==> src/rtl/instr_pkg.sv <==
// Shared definitions for the instruction memory and its program loader.
//   IW/AW/DEPTH  : instruction width, address width, word count
//   OP/A/B_*     : instruction field bit ranges (op[15:12], a[11:4], b[3:0])
//   state_t      : loader FSM encoding
//   pack_instr   : byte pair -> instruction word, high byte first
package instr_pkg;
  localparam int IW    = 16;
  localparam int AW    = 5;
  localparam int DEPTH = 32;

  localparam int OP_HI = 15;
  localparam int OP_LO = 12;
  localparam int A_HI  = 11;
  localparam int A_LO  = 4;
  localparam int B_HI  = 3;
  localparam int B_LO  = 0;

  typedef enum logic [2:0] {
    LOAD_HI = 3'd0,
    LOAD_LO = 3'd1,
    WRITE   = 3'd2,
    DRAIN   = 3'd3,
    DONE    = 3'd4
  } state_t;

  function automatic logic [IW-1:0] pack_instr(input logic [7:0] hi, input logic [7:0] lo);
    return {hi, lo};
  endfunction
endpackage

==> src/rtl/instr_ram.sv <==
// DEPTH x IW instruction memory: one write port, one registered read port,
// asynchronous clear of every word and of the read register.
//   clk, reset      : clock, async active-low clear
//   we/waddr/wdata  : write port
//   raddr/rdata     : read port, rdata valid one cycle after raddr
// A read and write to the same address in one cycle returns the old word.
module instr_ram
  import instr_pkg::*;
#(
  parameter int IW    = instr_pkg::IW,
  parameter int AW    = instr_pkg::AW,
  parameter int DEPTH = instr_pkg::DEPTH
) (
  input  logic          clk,
  input  logic          reset,
  input  logic          we,
  input  logic [AW-1:0] waddr,
  input  logic [IW-1:0] wdata,
  input  logic [AW-1:0] raddr,
  output logic [IW-1:0] rdata
);
  logic [IW-1:0] mem [DEPTH];

  always_ff @(posedge clk or negedge reset) begin
    if (!reset) begin
      for (int i = 0; i < DEPTH; i++) mem[i] <= '0;
      rdata <= '0;
    end else begin
      if (we) mem[waddr] <= wdata;
      rdata <= mem[raddr];
    end
  end
endmodule

==> src/rtl/instr_loader.sv <==
// Program-load front end: packs a byte stream (high byte first) into
// instruction words, writes them from address 0 and holds the core in
// reset until the program is in memory.
//   s_valid/s_data/s_last/s_ready : byte stream handshake
//   reload                        : restart a load, only honoured in DONE
//   fetch_addr/fetch_instr        : fetch-stage read port, 1-cycle latency
//   load_done/core_hold           : load complete / pipeline reset
//   word_count                    : words written (0..DEPTH)
//   err_odd/err_overflow          : sticky stream errors
module instr_loader
  import instr_pkg::*;
#(
  parameter int IW    = instr_pkg::IW,
  parameter int AW    = instr_pkg::AW,
  parameter int DEPTH = instr_pkg::DEPTH
) (
  input  logic          clk,
  input  logic          reset,
  input  logic          s_valid,
  input  logic [7:0]    s_data,
  input  logic          s_last,
  output logic          s_ready,
  input  logic          reload,
  input  logic [AW-1:0] fetch_addr,
  output logic [IW-1:0] fetch_instr,
  output logic          load_done,
  output logic          core_hold,
  output logic [AW:0]   word_count,
  output logic          err_odd,
  output logic          err_overflow
);
  localparam logic [AW:0] DEPTH_W = (AW+1)'(DEPTH);

  state_t        state;
  logic [7:0]    hi, lo;
  logic          last_q;
  logic [AW-1:0] wr_addr;
  logic          xfer, full_next;

  // Outputs are pure decodes of the registered state.
  assign s_ready   = (state == LOAD_HI) || (state == LOAD_LO) || (state == DRAIN);
  assign load_done = (state == DONE);
  assign core_hold = !load_done;
  assign xfer      = s_valid && s_ready;
  assign full_next = (word_count + 1'b1) == DEPTH_W;

  always_ff @(posedge clk or negedge reset) begin
    if (!reset) begin
      state        <= LOAD_HI;
      hi           <= '0;
      lo           <= '0;
      last_q       <= 1'b0;
      wr_addr      <= '0;
      word_count   <= '0;
      err_odd      <= 1'b0;
      err_overflow <= 1'b0;
    end else begin
      case (state)
        LOAD_HI: if (xfer) begin
          if (s_last) begin
            err_odd <= 1'b1;   // a lone high byte cannot form a word
            state   <= DONE;
          end else begin
            hi    <= s_data;
            state <= LOAD_LO;
          end
        end
        LOAD_LO: if (xfer) begin
          lo     <= s_data;
          last_q <= s_last;
          state  <= WRITE;
        end
        WRITE: begin
          word_count <= word_count + 1'b1;
          // Hold the address on the final slot so it never wraps.
          if (!full_next) wr_addr <= wr_addr + 1'b1;
          if (last_q)         state <= DONE;
          else if (full_next) state <= DRAIN;
          else                state <= LOAD_HI;
        end
        DRAIN: if (xfer) begin
          err_overflow <= 1'b1;
          if (s_last) state <= DONE;
        end
        DONE: if (reload) begin
          wr_addr      <= '0;
          word_count   <= '0;
          err_odd      <= 1'b0;
          err_overflow <= 1'b0;
          state        <= LOAD_HI;
        end
        default: state <= LOAD_HI;
      endcase
    end
  end

  instr_ram #(.IW(IW), .AW(AW), .DEPTH(DEPTH)) u_ram (
    .clk   (clk),
    .reset (reset),
    .we    (state == WRITE),
    .waddr (wr_addr),
    .wdata (pack_instr(hi, lo)),
    .raddr (fetch_addr),
    .rdata (fetch_instr)
  );
endmodule

==> config.mk <==
export PLATFORM = sky130hd
export DESIGN_NAME = instr_loader
export DESIGN_NICKNAME = d
export VERILOG_FILES = /design/src/rtl/instr_pkg.sv /design/src/rtl/instr_ram.sv /design/src/rtl/instr_loader.sv
export SDC_FILE = /design/constraint.sdc
export NUM_CORES = 1
export LEC_CHECK = 0
export ABC_AREA = 1
export CAP_MARGIN = 0
export CORE_MARGIN = 4
export CORE_UTILIZATION = 40
export CTS_CLUSTER_SIZE = 24
export DETAILED_ROUTE_END_ITERATION = 10
export GPL_ROUTABILITY_DRIVEN = 0
export SYNTH_ARGS = -nofsm -noshare
export SYNTH_HDL_FRONTEND = slang
export SYNTH_SLANG_ARGS = --single-unit
==> constraint.sdc <==
create_clock -name clk -period 2.5 [get_ports clk]
set_clock_uncertainty 0.2 [all_clocks]
set_input_delay 0.375 -clock clk [delete_from_list [all_inputs] [get_ports clk]]
set_output_delay 0.375 -clock clk [all_outputs]
set_load 0.01 [all_outputs]
==> impl_metrics.env <==
export IMPL_synth_seq_cells=561
export IMPL_syn_avg_cell_area_um2=8.05
export IMPL_die_area_mm2=0.0680
export IMPL_h_tree_depth=2
export IMPL_synth_top_family_by_area="simple AND/OR/NAND/NOR gates"
export IMPL_grt_setup_unrepaired="false"
export IMPL_timing_fmax_mhz=413
export IMPL_numCtsBuffers=60
export IMPL_synth_cells=3175
export IMPL_grt_ovfl_total=0
export IMPL_maxSlewViolCount=0
export IMPL_cts_path_max_buffers=3
export IMPL_n_antenna_cell=0
export IMPL_period_needed_ps=2420
export IMPL_post_route_util_pct=46.2
export IMPL_crit_type="reg -> out"
export IMPL_netlist_area_mm2=0.0256
export IMPL_clkTransAtPathRegs_ps=60
export IMPL_yosys_area_share_xor_xnor_pct=0.0685
export IMPL_p_leak_uw=0.0134
export IMPL_crit_fanout=9
export IMPL_antenna_found_initial=1
export IMPL_synthTopCellsByArea="dfrtp_1 55%, nand2_1 17%, o21ai_0 8.6%, nand3_1 6.7%, a21oi_1 2.4%"
export IMPL_yosysTopAreaCell="dfrtp_1"
export IMPL_fp_coreArea_mm2=0.0632
export IMPL_wl_um=78800
export IMPL_routedWlPerCell_um=19.6
export IMPL_rows=92
export IMPL_yosysWarnings=0
export IMPL_cp_data_arrival_time_ps=1850
export IMPL_synthMuxAreaShare_pct=0
export IMPL_p_per_area_mw_per_mm2=874
export IMPL_required_ps=1920
export IMPL_viasPerCell=5.43
export IMPL_slew_headroom_pct=51.3
export IMPL_hpwl_um=47600
export IMPL_drive_gt1_share_pct=7.95
export IMPL_hold_ws_ps=173
export IMPL_port_buffer_count=44
export IMPL_cts_root_buf="clkbuf_16"
export IMPL_end_kind="primary output"
export IMPL_synth_fa_ha_area_share_pct=0.294
export IMPL_grt_pass1_vias=21151
export IMPL_wl_met3_um=6250
export IMPL_syn_nets=3199
export IMPL_drt_pass1_iter_count=10
export IMPL_nets=3147
export IMPL_ios=45
export IMPL_vias=21804
export IMPL_min_period_over_period_pct=96.8
export IMPL_areaGrowthSynthToFinish_pct=14.3
export IMPL_netlist_cell_type_count=33
export IMPL_worstHoldPathType="in -> reg"
export IMPL_met2_length_um=36100
export IMPL_die_x_um=261
export IMPL_setup_viol=0
export IMPL_top_layer="met4"
export IMPL_grt_pass1_wl_um=124000
export IMPL_clk_latency_ps=620
export IMPL_cts_sinks=561
export IMPL_die_h_um=261
export IMPL_place_area_mm2=0.0270
export IMPL_max_cap_viol_count=0
export IMPL_drcViolationCount=0
export IMPL_cts_tree="built"
export IMPL_initial_core_util_pct=40.4
export IMPL_synth_top_area_share_pct=54.9
export IMPL_grt_usage_pct=23.2
export IMPL_synth_simple_area_share_pct=26.0
export IMPL_drt_iter0_drc=2564
export IMPL_drtAntennaViolNets=0
export IMPL_design_area_mm2=0.0292
export IMPL_m1WireLength_um=34600
export IMPL_synth_compound_area_share_pct=12.9
export IMPL_final_hold_violation_count=0
export IMPL_grt_max_degree=118
export IMPL_ys_seq_area_share_pct=54.9
export IMPL_worstSetupStartpointType="register"
export IMPL_cts_setup_buffers=0
export IMPL_ir_drop_uv=513
export IMPL_worst_pin_slew_ps=730
export IMPL_status="complete, no violations"
kinds of logic after synthesis:
family | count (synthesis)
buffers and inverters | 354
flip-flops | 561
AO/OA/AOI/OAI | 644
AND/OR/NAND/NOR | 1608
adder cells (fa/ha/maj) | 6
XOR/XNOR | 2
registers in the layout (all words and copies together) (netlist names):
| signal | count |
|---|---|
| u_ram.mem | 512 |
| u_ram.rdata | 16 |
| hi | 8 |
| lo | 8 |
| word_count | 6 |
| wr_addr | 5 |
| state | 3 |
| err_odd | 1 |
| err_overflow | 1 |
| last_q | 1 |
repair_timing:
item                                   in CTS  in global routing
hold buffers                                3                  0
resized for setup                           4                  3
setup endpoints to repair                   3                  2
endpoints found under the hold margin     344                  0
worst paths after layout:
kind                                       startpoint                         end  slack [ps]  cells after the start
hold / removal                          fetch_addr[2]    u_ram.rdata[6]$_DFF_PN0_         170                      7
setup / recovery                 state[1]$_DFFE_PN0P_                   core_hold          80                      5
setup reg to reg               wr_addr[3]$_DFFE_PN0P_  u_ram.mem[333]$_DFFE_PN0P_         360                      6
min in group asynchronous                       reset   u_ram.mem[74]$_DFFE_PN0P_         550                      3
max in group asynchronous                       reset  u_ram.mem[434]$_DFFE_PN0P_         580                      5
hold reg to reg            u_ram.mem[267]$_DFFE_PN0P_  u_ram.mem[267]$_DFFE_PN0P_         280                      2
Yosys cell counts:
cell,count
buf_2,77
nand3_1,343
nand3_4,1
inv_1,89
dfrtp_1,561
a21oi_1,121
nor3_1,4
nand2_4,1
a211oi_1,1
o21ai_0,440
nor2_1,84
nand4_1,8
xor2_1,2
o21bai_1,1
nor2_8,1
clkbuf_2,1
o21ai_2,12
ha_1,6
nor3_2,4
buf_1,16
o21ai_1,68
nor3_4,1
nor2_4,3
nand2_2,4
o21ai_4,1
nand2_1,1143
inv_2,7
nand3b_1,2
buf_4,8
nand4_4,2
nor2_2,7
buf_6,4
clkbuf_1,152
metrics by stage:
stage / TNS, ps / instances / setup WS (ps) / power (uW)
6_report: 0 / 4015 / 79.0 / 25500
3_3_place_gp: 0 / 3904 / 279 / 15900
2_1_floorplan: 0 / 3175 / 768 / 13600
4_1_cts: -18.1 / 4015 / -18.1 / 25700
5_1_grt: 0 / 4015 / 3.92 / 26700
3_5_place_dp: 0 / 3904 / 271 / 16000
power by group:
group	leakage, uW	internal [uW]	switching, uW
Sequential	0.00770	10100	696
Clock	0.00107	5940	3720
Combinational	0.00458	1400	3680
cell type report:
cell class	count	area [um2]
sequential	561	14000
clock buffer	86	1820
fill	6069	34000
tap	846	1060
clock inverter	22	344
timing repair buffer	144	1530
inverter	96	370
multi-input combinational	2260	10000
routing by layer:
| metal | vias up | global-route usage (%) |
|---|---|---|
| met5 | - | 0 |
| met4 | 0 | 6.53 |
| met3 | 134 | 3.88 |
| met2 | 855 | 36.5 |
| met1 | 10613 | 33.4 |
| li1 | 10202 | - |
cells in the final DEF, fill, tap and decap left out, types with 26 or more instances in the layout:
master,count
nand2_1,1143
dfrtp_1,560
o21ai_0,440
nand3_1,343
a21oi_1,120
inv_1,89
nor2_1,82
buf_4,72
o21ai_1,68
clkbuf_16,61
clkdlybuf4s50_1,37
buf_12,26
worst max-delay path, cell delays in order (launching register included):
cell	delay, ps
dfrtp_2	450
nor2_1	170
inv_1	100
nor2_4	130
inv_4	90
dlygate4sd2_1	290
(Power assumes the default switching activity.)
